<file path="src/rtl/gpu_defs.sv">
// Shared GPU command-protocol definitions: opcodes, slot roles and text-screen geometry.
package gpu_defs;

  localparam logic [15:0] GPU_NOP  = 16'h0000;
  localparam logic [15:0] GPU_MODE = 16'h00C0;
  localparam logic [15:0] GPU_PUTC = 16'h00C1;
  localparam logic [15:0] GPU_BKSP = 16'h00C2;
  localparam logic [15:0] GPU_SETY = 16'h00C3;
  localparam logic [15:0] GPU_SETX = 16'h00C4;
  localparam logic [15:0] GPU_CLS  = 16'h00C5;
  localparam logic [15:0] GPU_NL   = 16'h00C6;

  localparam int GPU_TXT_COLS = 40;
  localparam int GPU_TXT_ROWS = 25;

  // Role of the GPU's next sampling edge on cpuline.
  typedef enum logic [1:0] {
    ROLE_CMD   = 2'd0,
    ROLE_PARAM = 2'd1,
    ROLE_EXEC  = 2'd2
  } role_e;

  // The GPU wedges on anything outside the contiguous C0..C6 opcode range.
  function automatic logic isLegalOp(input logic [15:0] op);
    return (op >= GPU_MODE) && (op <= GPU_NL);
  endfunction

endpackage

</file>
<file path="src/rtl/gpu_cmd_tx_if.sv">
// CPU-side request handshake plus the GPU-facing outputs of the command transmitter.
interface gpu_cmd_tx_if #(
  parameter int AW = 3
);

  logic        in_valid;
  logic        in_ready;
  logic [15:0] in_cmd;
  logic [15:0] in_param;
  logic [15:0] cpuline;
  logic        busy;
  logic        err;
  logic [AW:0] level;

  // The CPU bus decode drives requests and observes status.
  modport master (
    output in_valid, in_cmd, in_param,
    input  in_ready, cpuline, busy, err, level
  );

  // The transmitter consumes requests and drives cpuline and status.
  modport slave (
    input  in_valid, in_cmd, in_param,
    output in_ready, cpuline, busy, err, level
  );

endinterface

</file>
<file path="src/rtl/gpu_cmd_fifo.sv">
// Synchronous FIFO holding {cmd, param} entries waiting for a CMD slot.
module gpu_cmd_fifo #(
  parameter int DEPTH = 8,
  parameter int AW    = 3,
  parameter int W     = 32
) (
  input  logic         clk,
  input  logic         clr,
  input  logic         push_i,
  input  logic         pop_i,
  input  logic [W-1:0] wdata_i,
  output logic [W-1:0] rdata_o,
  output logic         full_o,
  output logic         empty_o,
  output logic [AW:0]  level_o
);

  logic [W-1:0]  mem_q [DEPTH];
  logic [AW-1:0] wrPtr_q;
  logic [AW-1:0] rdPtr_q;
  logic [AW:0]   level_q;
  logic          doPush;
  logic          doPop;

  assign full_o  = (level_q == (AW+1)'(DEPTH));
  assign empty_o = (level_q == '0);
  assign level_o = level_q;
  assign rdata_o = mem_q[rdPtr_q];
  assign doPush  = push_i && !full_o;
  assign doPop   = pop_i && !empty_o;

  // Storage needs no reset; a flush is just a pointer/level reset.
  always_ff @(posedge clk) begin
    if (doPush) begin
      mem_q[wrPtr_q] <= wdata_i;
    end
  end

  // Pointers wrap naturally since DEPTH is a power of two; level tracks push/pop balance.
  always_ff @(posedge clk or posedge clr) begin
    if (clr) begin
      wrPtr_q <= '0;
      rdPtr_q <= '0;
      level_q <= '0;
    end else begin
      if (doPush) begin
        wrPtr_q <= wrPtr_q + 1'b1;
      end
      if (doPop) begin
        rdPtr_q <= rdPtr_q + 1'b1;
      end
      case ({doPush, doPop})
        2'b10:   level_q <= level_q + 1'b1;
        2'b01:   level_q <= level_q - 1'b1;
        default: level_q <= level_q;
      endcase
    end
  end

endmodule

</file>
<file path="src/rtl/gpu_cmd_tx.sv">
// CPU-to-GPU command transmitter: validates and queues requests, then serialises each one
// as CMD, PARAM, EXEC words in step with the GPU's slot sequencer; idles with NOP pairs.
module gpu_cmd_tx
  import gpu_defs::*;
#(
  parameter int DEPTH = 8,
  parameter int AW    = 3
) (
  input  logic         clk,
  input  logic         clr,
  gpu_cmd_tx_if.slave  bus
);

  role_e       role_q;
  role_e       role_d;
  logic [15:0] cpuline_q;
  logic [15:0] cpuline_d;
  logic [15:0] lastCmd_q;
  logic [15:0] lastCmd_d;
  logic [15:0] paramHold_q;
  logic [15:0] paramHold_d;
  logic        err_q;
  logic        err_d;

  logic        accept;
  logic        legal;
  logic        fifoPush;
  logic        fifoPop;
  logic        fifoFull;
  logic        fifoEmpty;
  logic [31:0] fifoHead;
  logic [AW:0] fifoLevel;

  // Illegal opcodes still complete the handshake; they are just never queued.
  assign accept   = bus.in_valid && !fifoFull;
  assign legal    = isLegalOp(bus.in_cmd);
  assign fifoPush = accept && legal;
  assign err_d    = accept && !legal;

  gpu_cmd_fifo #(
    .DEPTH (DEPTH),
    .AW    (AW),
    .W     (32)
  ) u_fifo (
    .clk     (clk),
    .clr     (clr),
    .push_i  (fifoPush),
    .pop_i   (fifoPop),
    .wdata_i ({bus.in_cmd, bus.in_param}),
    .rdata_o (fifoHead),
    .full_o  (fifoFull),
    .empty_o (fifoEmpty),
    .level_o (fifoLevel)
  );

  // Advance the slot role and choose the word the GPU will sample at the next edge.
  always_comb begin
    role_d      = role_q;
    cpuline_d   = GPU_NOP;
    lastCmd_d   = lastCmd_q;
    paramHold_d = paramHold_q;
    fifoPop     = 1'b0;

    case (role_q)
      ROLE_CMD:   role_d = ROLE_PARAM;
      ROLE_PARAM: role_d = (lastCmd_q != GPU_NOP) ? ROLE_EXEC : ROLE_CMD;
      default:    role_d = ROLE_CMD;
    endcase

    case (role_d)
      ROLE_CMD: begin
        if (!fifoEmpty) begin
          fifoPop     = 1'b1;
          cpuline_d   = fifoHead[31:16];
          paramHold_d = fifoHead[15:0];
        end
        lastCmd_d = cpuline_d;
      end
      ROLE_PARAM: cpuline_d = (lastCmd_q != GPU_NOP) ? paramHold_q : GPU_NOP;
      default:    cpuline_d = GPU_NOP;
    endcase
  end

  // Role, output word and per-command bookkeeping registers; clr abandons any command in flight.
  always_ff @(posedge clk or posedge clr) begin
    if (clr) begin
      role_q      <= ROLE_CMD;
      cpuline_q   <= GPU_NOP;
      lastCmd_q   <= GPU_NOP;
      paramHold_q <= '0;
      err_q       <= 1'b0;
    end else begin
      role_q      <= role_d;
      cpuline_q   <= cpuline_d;
      lastCmd_q   <= lastCmd_d;
      paramHold_q <= paramHold_d;
      err_q       <= err_d;
    end
  end

  // Busy while anything is queued or a real command still owns its PARAM/EXEC slots.
  assign bus.busy     = (fifoLevel != '0) || ((role_q != ROLE_CMD) && (lastCmd_q != GPU_NOP));
  assign bus.in_ready = !fifoFull;
  assign bus.cpuline  = cpuline_q;
  assign bus.err      = err_q;
  assign bus.level    = fifoLevel;

endmodule

</file>
<file path="src/flat_wrapper.sv">
// flat-port wrapper written by rule: the top's interface ports become plain ports
module gpu_cmd_tx_flat import gpu_defs::*;
#(
  parameter int DEPTH = 8,
  parameter int AW    = 3
)
  (clk, clr, bus_in_valid, bus_in_cmd, bus_in_param, bus_in_ready, bus_cpuline, bus_busy, bus_err, bus_level);
  gpu_cmd_tx_if #(.AW(AW)) bus_i ();
  input  logic clk;
  input  logic clr;
  input wire logic [$bits(bus_i.in_valid)-1:0] bus_in_valid;
  input wire logic [$bits(bus_i.in_cmd)-1:0] bus_in_cmd;
  input wire logic [$bits(bus_i.in_param)-1:0] bus_in_param;
  output wire logic [$bits(bus_i.in_ready)-1:0] bus_in_ready;
  output wire logic [$bits(bus_i.cpuline)-1:0] bus_cpuline;
  output wire logic [$bits(bus_i.busy)-1:0] bus_busy;
  output wire logic [$bits(bus_i.err)-1:0] bus_err;
  output wire logic [$bits(bus_i.level)-1:0] bus_level;
  assign bus_i.in_valid = bus_in_valid;
  assign bus_i.in_cmd = bus_in_cmd;
  assign bus_i.in_param = bus_in_param;
  assign bus_in_ready = bus_i.in_ready;
  assign bus_cpuline = bus_i.cpuline;
  assign bus_busy = bus_i.busy;
  assign bus_err = bus_i.err;
  assign bus_level = bus_i.level;
  gpu_cmd_tx #(.DEPTH(DEPTH), .AW(AW)) u_core (.clk(clk), .clr(clr), .bus(bus_i));
endmodule
</file>
<file path="config.mk">
export PLATFORM = sky130hd
export DESIGN_NAME = gpu_cmd_tx_flat
export DESIGN_NICKNAME = d
export VERILOG_FILES = /design/src/rtl/gpu_defs.sv /design/src/rtl/gpu_cmd_tx_if.sv /design/src/rtl/gpu_cmd_fifo.sv /design/src/rtl/gpu_cmd_tx.sv /design/src/flat_wrapper.sv
export SDC_FILE = /design/constraint.sdc
export NUM_CORES = 1
export LEC_CHECK = 0
export ABC_AREA = 1
export CORE_MARGIN = 4
export CORE_UTILIZATION = 57
export DETAILED_ROUTE_END_ITERATION = 10
export DONT_BUFFER_PORTS = 1
export HOLD_SLACK_MARGIN = 0.15
export PLACE_DENSITY = 0.76
export SETUP_SLACK_MARGIN = 0.3
export SYNTH_ARGS = -nofsm -noshare
export SYNTH_HDL_FRONTEND = slang
export SYNTH_SLANG_ARGS = --single-unit
</file>
<file path="constraint.sdc">
create_clock -name clk -period 2.72 [get_ports clk]
set_clock_uncertainty 0.1 [all_clocks]
set_input_delay 0.408 -clock clk [delete_from_list [all_inputs] [get_ports clk]]
set_output_delay 0.408 -clock clk [all_outputs]
set_load 0.05 [all_outputs]
</file>
== Word-level counts from Yosys, hierarchy flattened ==
Memory sizes are Yosys's and may differ from the RTL's.
Index checks and enable logic that the tools add are counted.
W data, S select, Z words.

* Add/sub/neg operators: 4
* Magnitude comparators: 2
* Equal/unequal tests: 5
* Mux-type cells: 10
* Bitwise operators: 1
* Reductions and logical operators: 19

{| class="wikitable"
|+ Operators by type and width
! operator !! number
|-
| $mux W16 || 2
|-
| $pmux W16 S2 || 1
|-
| $ge A16 B8 Y1 const B || 1
|-
| $le A16 B8 Y1 const B || 1
|-
| $reduce_bool A16 Y1 || 1
|-
| $pmux W4 S2 || 1
|-
| $logic_and A1 B1 Y1 || 7
|-
| $add A3 B1 Y3 const B || 2
|-
| $eq A2 B1 Y1 const B || 3
|-
| $add A4 B1 Y4 const B || 1
|-
| $eq A4 B4 Y1 const B || 1
|-
| $logic_not A2 Y1 || 2
|-
| $logic_not A4 Y1 || 1
|-
| $mux W1 || 4
|-
| $pmux W2 S2 || 1
|-
| $reduce_bool A2 Y1 || 2
|-
| $reduce_bool A4 Y1 || 1
|-
| $sub A4 B1 Y4 const B || 1
|-
| $logic_not A1 Y1 || 3
|-
| $eq A2 B2 Y1 const B || 1
|-
| $mux W2 || 1
|-
| $reduce_and A2 Y1 || 1
|-
| $logic_or A1 B1 Y1 || 1
|-
| $not A1 Y1 || 1
|}

* Bits in registers: 61
* Memory bits (writable): 256
* Input bits: 35
* Output and inout port bits: 23
* Memories: 1

{| class="wikitable"
|+ Memories
! name !! words !! bits a word !! read ports !! clocked after memory_dff !! write ports !! line !! text
|-
| u_core.u_fifo.mem_q || 8 || 32 || 1 || 0 || 1 || gpu_cmd_fifo.sv:18 || <nowiki>logic [W-1:0] mem_q [DEPTH];</nowiki>
|}

== Depth between registers and ports, before layout ==
* Depth after elaboration: 8
* Depth in mapped cells: 17
* Mapped depth without buffers: 16

== Modules after synthesis ==
A second synthesis with hierarchy kept.

* Cell total of the unflattened synthesis: 1424
* Area, all modules: 13822.0 µm²

{| class="wikitable"
|+ Modules (own cells, without submodules)
! module !! times used !! cells each !! area an instance (µm²) !! sequential area each (µm²)
|-
| gpu_cmd_fifo || 1 || 1188 || 11644.9 || 7937.6
|-
| gpu_cmd_tx || 1 || 236 || 2177.1 || 1276.2
|}

== Worst setup path after synthesis ==
Ideal clock, no wire load.

* Kind: reg-to-reg
* Start: register u_core.u_fifo.level_q[0] (netlist: u_core.u_fifo.level_o[0])
* End: memory u_core.u_fifo.mem_q[0][0], enable pin
* Library setup time: 0.421 ns
* Data arrival time: 3.047 ns
* Path slack: -0.848 ns
* Stages on the path, launching flop included: 7
* Buffers on the path: 0
* Period minus slack after synthesis: 3.568 ns
* Cell sequence: dfrtp_1 > nor2_1 > nand2_1 > nand2_1 > inv_1 > nand3b_1 > nor2_1

* Word-level cells in the longest chain between the ends: 7

{| class="wikitable"
|+ RTL lines
! what !! line !! text
|-
| from (decl) || gpu_cmd_fifo.sv:21 || <nowiki>logic [AW:0] level_q;</nowiki>
|-
| from (signal assigned) || gpu_cmd_fifo.sv:53 || <nowiki>2'b10: level_q <= level_q + 1'b1;</nowiki>
|-
| from (signal assigned) || gpu_cmd_fifo.sv:54 || <nowiki>2'b01: level_q <= level_q - 1'b1;</nowiki>
|-
| from (signal assigned) || gpu_cmd_fifo.sv:55 || <nowiki>default: level_q <= level_q;</nowiki>
|-
| $eq A4 B4 Y1 * || gpu_cmd_fifo.sv:25 || <nowiki>assign full_o = (level_q == (AW+1)'(DEPTH));</nowiki>
|-
| $logic_not A1 Y1 * || - ||
|-
| named net bus_in_ready || flat_wrapper.sv:14 || <nowiki>output wire logic [$bits(bus_i.in_ready)-1:0] bus_in_ready;</nowiki>
|-
| $logic_and A1 B1 Y1 || gpu_cmd_tx.sv:35 || <nowiki>assign accept = bus.in_valid && !fifoFull;</nowiki>
|-
| $logic_and A1 B1 Y1 || gpu_cmd_tx.sv:37 || <nowiki>assign fifoPush = accept && legal;</nowiki>
|-
| $logic_and A1 B1 Y1 * || gpu_cmd_fifo.sv:29 || <nowiki>assign doPush = push_i && !full_o;</nowiki>
|-
| $mux W1 * || gpu_cmd_fifo.sv:34 || <nowiki>if (doPush) begin</nowiki>
|-
| $mux W1 (not written as such) * || gpu_cmd_fifo.sv:35 || <nowiki>mem_q[wrPtr_q] <= wdata_i;</nowiki>
|-
| to (decl) || gpu_cmd_fifo.sv:18 ||
|}

Mark *: on every way through the listed nets, which the timed path passes. The rest lies on a longest branch.

== Final worst setup path ==
* Start: register u_core.u_fifo.level_q[3] (netlist: u_core.u_fifo.level_o[3])
* End: output bus_busy

* Word-level cells in the longest chain between the ends: 2

{| class="wikitable"
|+ RTL lines
! what !! line !! text
|-
| $reduce_bool A4 Y1 || gpu_cmd_tx.sv:102 || <nowiki>assign bus.busy = (fifoLevel != '0) || ((role_q != ROLE_CMD) && (lastCmd_q != GPU_NOP));</nowiki>
|-
| $logic_or A1 B1 Y1 || gpu_cmd_tx.sv:102 ||
|-
| to (decl) || flat_wrapper.sv:16 || <nowiki>output wire logic [$bits(bus_i.busy)-1:0] bus_busy;</nowiki>
|}

No other way between the ends.

==> impl_metrics.csv <==
group,metric,value,unit
outcome,status,"complete, no violations",
cells_and_area,stdcell_area,15500,um^2
worst_setup_path,startpoint,"u_core.u_fifo.level_o[3]",
power,p_comb_share,33.1,%
sta,whs,239,ps
synthesis,yosysUniqueCellTypes,28,
global_route,grt_max_degree,131,
floorplan,core,23400,um^2
synthesis,syn_nets,1378,
worst_setup_path,rr_worst_depth,15,
cells_and_area,utilization,66.3,%
sta,setup_tns,0,ps
sta,finalHoldViolCount,0,
worst_setup_path,critPathMaxFanout,36,
worst_setup_path,criticalPathCategory,"flop to primary output",
clocking,cts_tree,"built",
synthesis,ys.warnings.count,0,
synthesis,syn_inst,1338,
sta,relSlewSlack,42.4,%
power,power.internal,9.87,mW
global_route,antenna_found_initial,0,
synthesis,ys_seq_elements,317,
floorplan,dieHeight,162,um
cells_and_area,num_antenna_cells,0,
floorplan,initial_core_util,57.6,%
worst_setup_path,end_kind,"primary output",
power,power.density,1030,nW/um^2
worst_hold_path,hold_path_depth,7,
worst_hold_path,hold_path_class,"input pin to flop",
synthesis,syn_area_per_cell,10.1,um^2
floorplan,die_area,26200,um^2
clocking,clk_path_buf_depth,3,
power,power.share.sequential,38.9,%
place,port_buffers,0,
cells_and_area,multi_input_area,3470,um^2
global_route,grt_pass1_vias,9036,
global_route,overflow,0,
drt,drc_errors,0,
sta,min_period,2370,ps
drt,vias,9262,
sta,timing.final.crit_share,87.3,%
cells_and_area,area_delta_synth_final,15.1,%
place,hpwlAfterDp,17700,um
cells_and_area,layout_commonest_cell,"nand2_1",
drt,routedWlPerCell,18.0,um
clocking,clkTransAtPathRegs,60,ps
synthesis,syn_area,13500,um^2
floorplan,die_w,162,um
worst_hold_path,min_from,"bus_in_cmd[10]",
drt,dr.pass1.iters,5,
floorplan,pin_count,58,
drt,initialDrtViolationCount,891,
cells_and_area,finalNetCount,1426,
worst_setup_path,worstPathArrival,1870,ps
sta,drv_slew,0,
worst_setup_path,r2r_end,"u_core.u_fifo.level_o[3]",
sta,fmax,421,MHz
place,dpl_cell_area,14000,um^2
place,gp_congestion,0.851,
clocking,cts_sinks,317,
cells_and_area,n_fill_cell,1722,
job,maxCapViolations,0,
drt,totalWireLength,31200,um
worst_setup_path,required,2210,ps
synthesis,yosysSeqAreaShare,68.3,%
clocking,cts-root-buf,"clkbuf_16",
cells_and_area,layout_common_cells,"nand2_1 (577), edfxtp_1 (256), inv_1 (148)",
power,swShare,38.3,%
power,p_leak,6.82,nW
worst_setup_path,rr_startpoint,"u_core.u_fifo.level_o[3]",
sta,max_slew.worst_pin.slew,861,ps
global_route,grt_usage,23.7,%
floorplan,rows,56,
worst_setup_path,startpoint_type,"flop",
cells_and_area,regArea,9220,um^2
drt,vias_per_cell,5.36,
sta,finalSetupViolCount,0,
clocking,htree_levels,2,
clocking,clock_latency,510,ps
global_route,grt_pass1_wl,48700,um
cells_and_area,drive_gt1_share,8.87,%
clocking,cts_buffers,34,
worst_setup_path,r2r_setup_slack,360,ps
sta,rsz0062_at_grt,"true",
power,p_sw,6.14,mW
power,p_clk_share,28.0,%
power,peakVddDrop,793,uV
worst_hold_path,hold_path_end,"u_core.u_fifo.wrPtr_q[2]",
drt,ant_nets,0,
==> worst max-delay path, cell delays in order (launching register included) <==
cell,delay (ps)
dfrtp_2,520
inv_2,130
nand3_2,140
buf_12,210
o21bai_1,180
buf_4,200
==> through the flow <==
stage,total power [mW],worst slack (ps),std cells
final,16.0,345,1729
after global routing,16.9,257,1729
after CTS,15.9,297,1727
after detailed placement,11.3,161,1631
after global placement,11.2,217,1631
after floorplan,10.0,300,1338
==> repair_timing <==
action	CTS	global route
gates resized for setup	5	4
setup endpoints to repair	21	65
buffers inserted	2	2
pin swaps	2	0
hold buffers	34	0
endpoints found under the hold margin	297	0
==> synth_stat cells, drive strengths merged <==
cell type | count | area share (%)
nand2 | 583 | 16
edfxtp | 256 | 57
inv | 153 | 4.3
nand3 | 90 | 3.4
o21ai | 66 | 2.6
dfrtp | 61 | 11
buf | 47 | 2.1
nor2 | 47 | 1.4
clkbuf | 13 | 0.36
nand4 | 7 | 0.32
ha | 5 | 0.46
xor2 | 3 | 0.19
o21bai | 2 | 0.14
a21oi | 1 | 0.037
nand3b | 1 | 0.056
nor3 | 1 | 0.037
o211ai | 1 | 0.056
xnor2 | 1 | 0.065
==> how the worst max path moves through the flow <==
stage,to,slack [ps],cells past startpoint
2_1_floorplan,u_core.u_fifo.mem_q[0][0],300,7
3_3_place_gp,u_core.u_fifo.mem_q[2][21],220,7
3_5_place_dp,u_core.u_fifo.mem_q[2][21],160,7
4_1_cts,bus_busy,300,5
5_1_grt,u_core.u_fifo.level_o[3],260,15
6_report,bus_busy,350,5
==> cell families after synthesis <==
group / share of synthesized area [%]
compound gates: 2.79
xor+xnor: 0.260
fa+ha+maj: 0.464
buf+inv: 6.69
flops: 68.3
simple gates: 21.4
==> flip-flops by register name (all words and copies together) (netlist names), 2 cells and up <==
name and cells:
u_core.lastCmd_q 16, u_core.bus.cpuline 16, u_core.u_fifo.rdPtr_q 3, u_core.u_fifo.level_o 4, u_core.role_q 2, u_core.u_fifo.mem_q 256
u_core.u_fifo.wrPtr_q 3, u_core.paramHold_q 16
==> power by group through the flow <==
stage	sequential (mW)	clock, mW	combinational [mW]
6_report	6.23	4.49	5.29
5_1_grt	6.26	4.76	5.88
4_1_cts	6.22	4.54	5.15
3_5_place_dp	6.32	0	4.99
3_3_place_gp	6.30	0	4.89
2_1_floorplan	6.33	0	3.70
==> metal layers <==
| metal | track usage [%] | vias to the layer above | share of wire [%] |
|---|---|---|---|
| met3 | 4.11 | 71 | 9.1 |
| met1 | 33.6 | 4365 | 41 |
| met2 | 38.2 | 437 | 48 |
| met4 | 7.11 | 0 | 2.6 |
| li1 | - | 4389 | - |
| met5 | 0 | - | 0 |
==> cell type report <==
class                   instances  share of cell area (%)
repair buffers                 72                    4.84
inverters                     153                    3.73
well taps                     319                    2.57
clock inverters                13                    1.04
multi-input cells             808                    22.4
flip-flops and latches        317                    59.5
clock buffers                  47                    5.99
No activity file was read; power rests on OpenSTA's default activity.
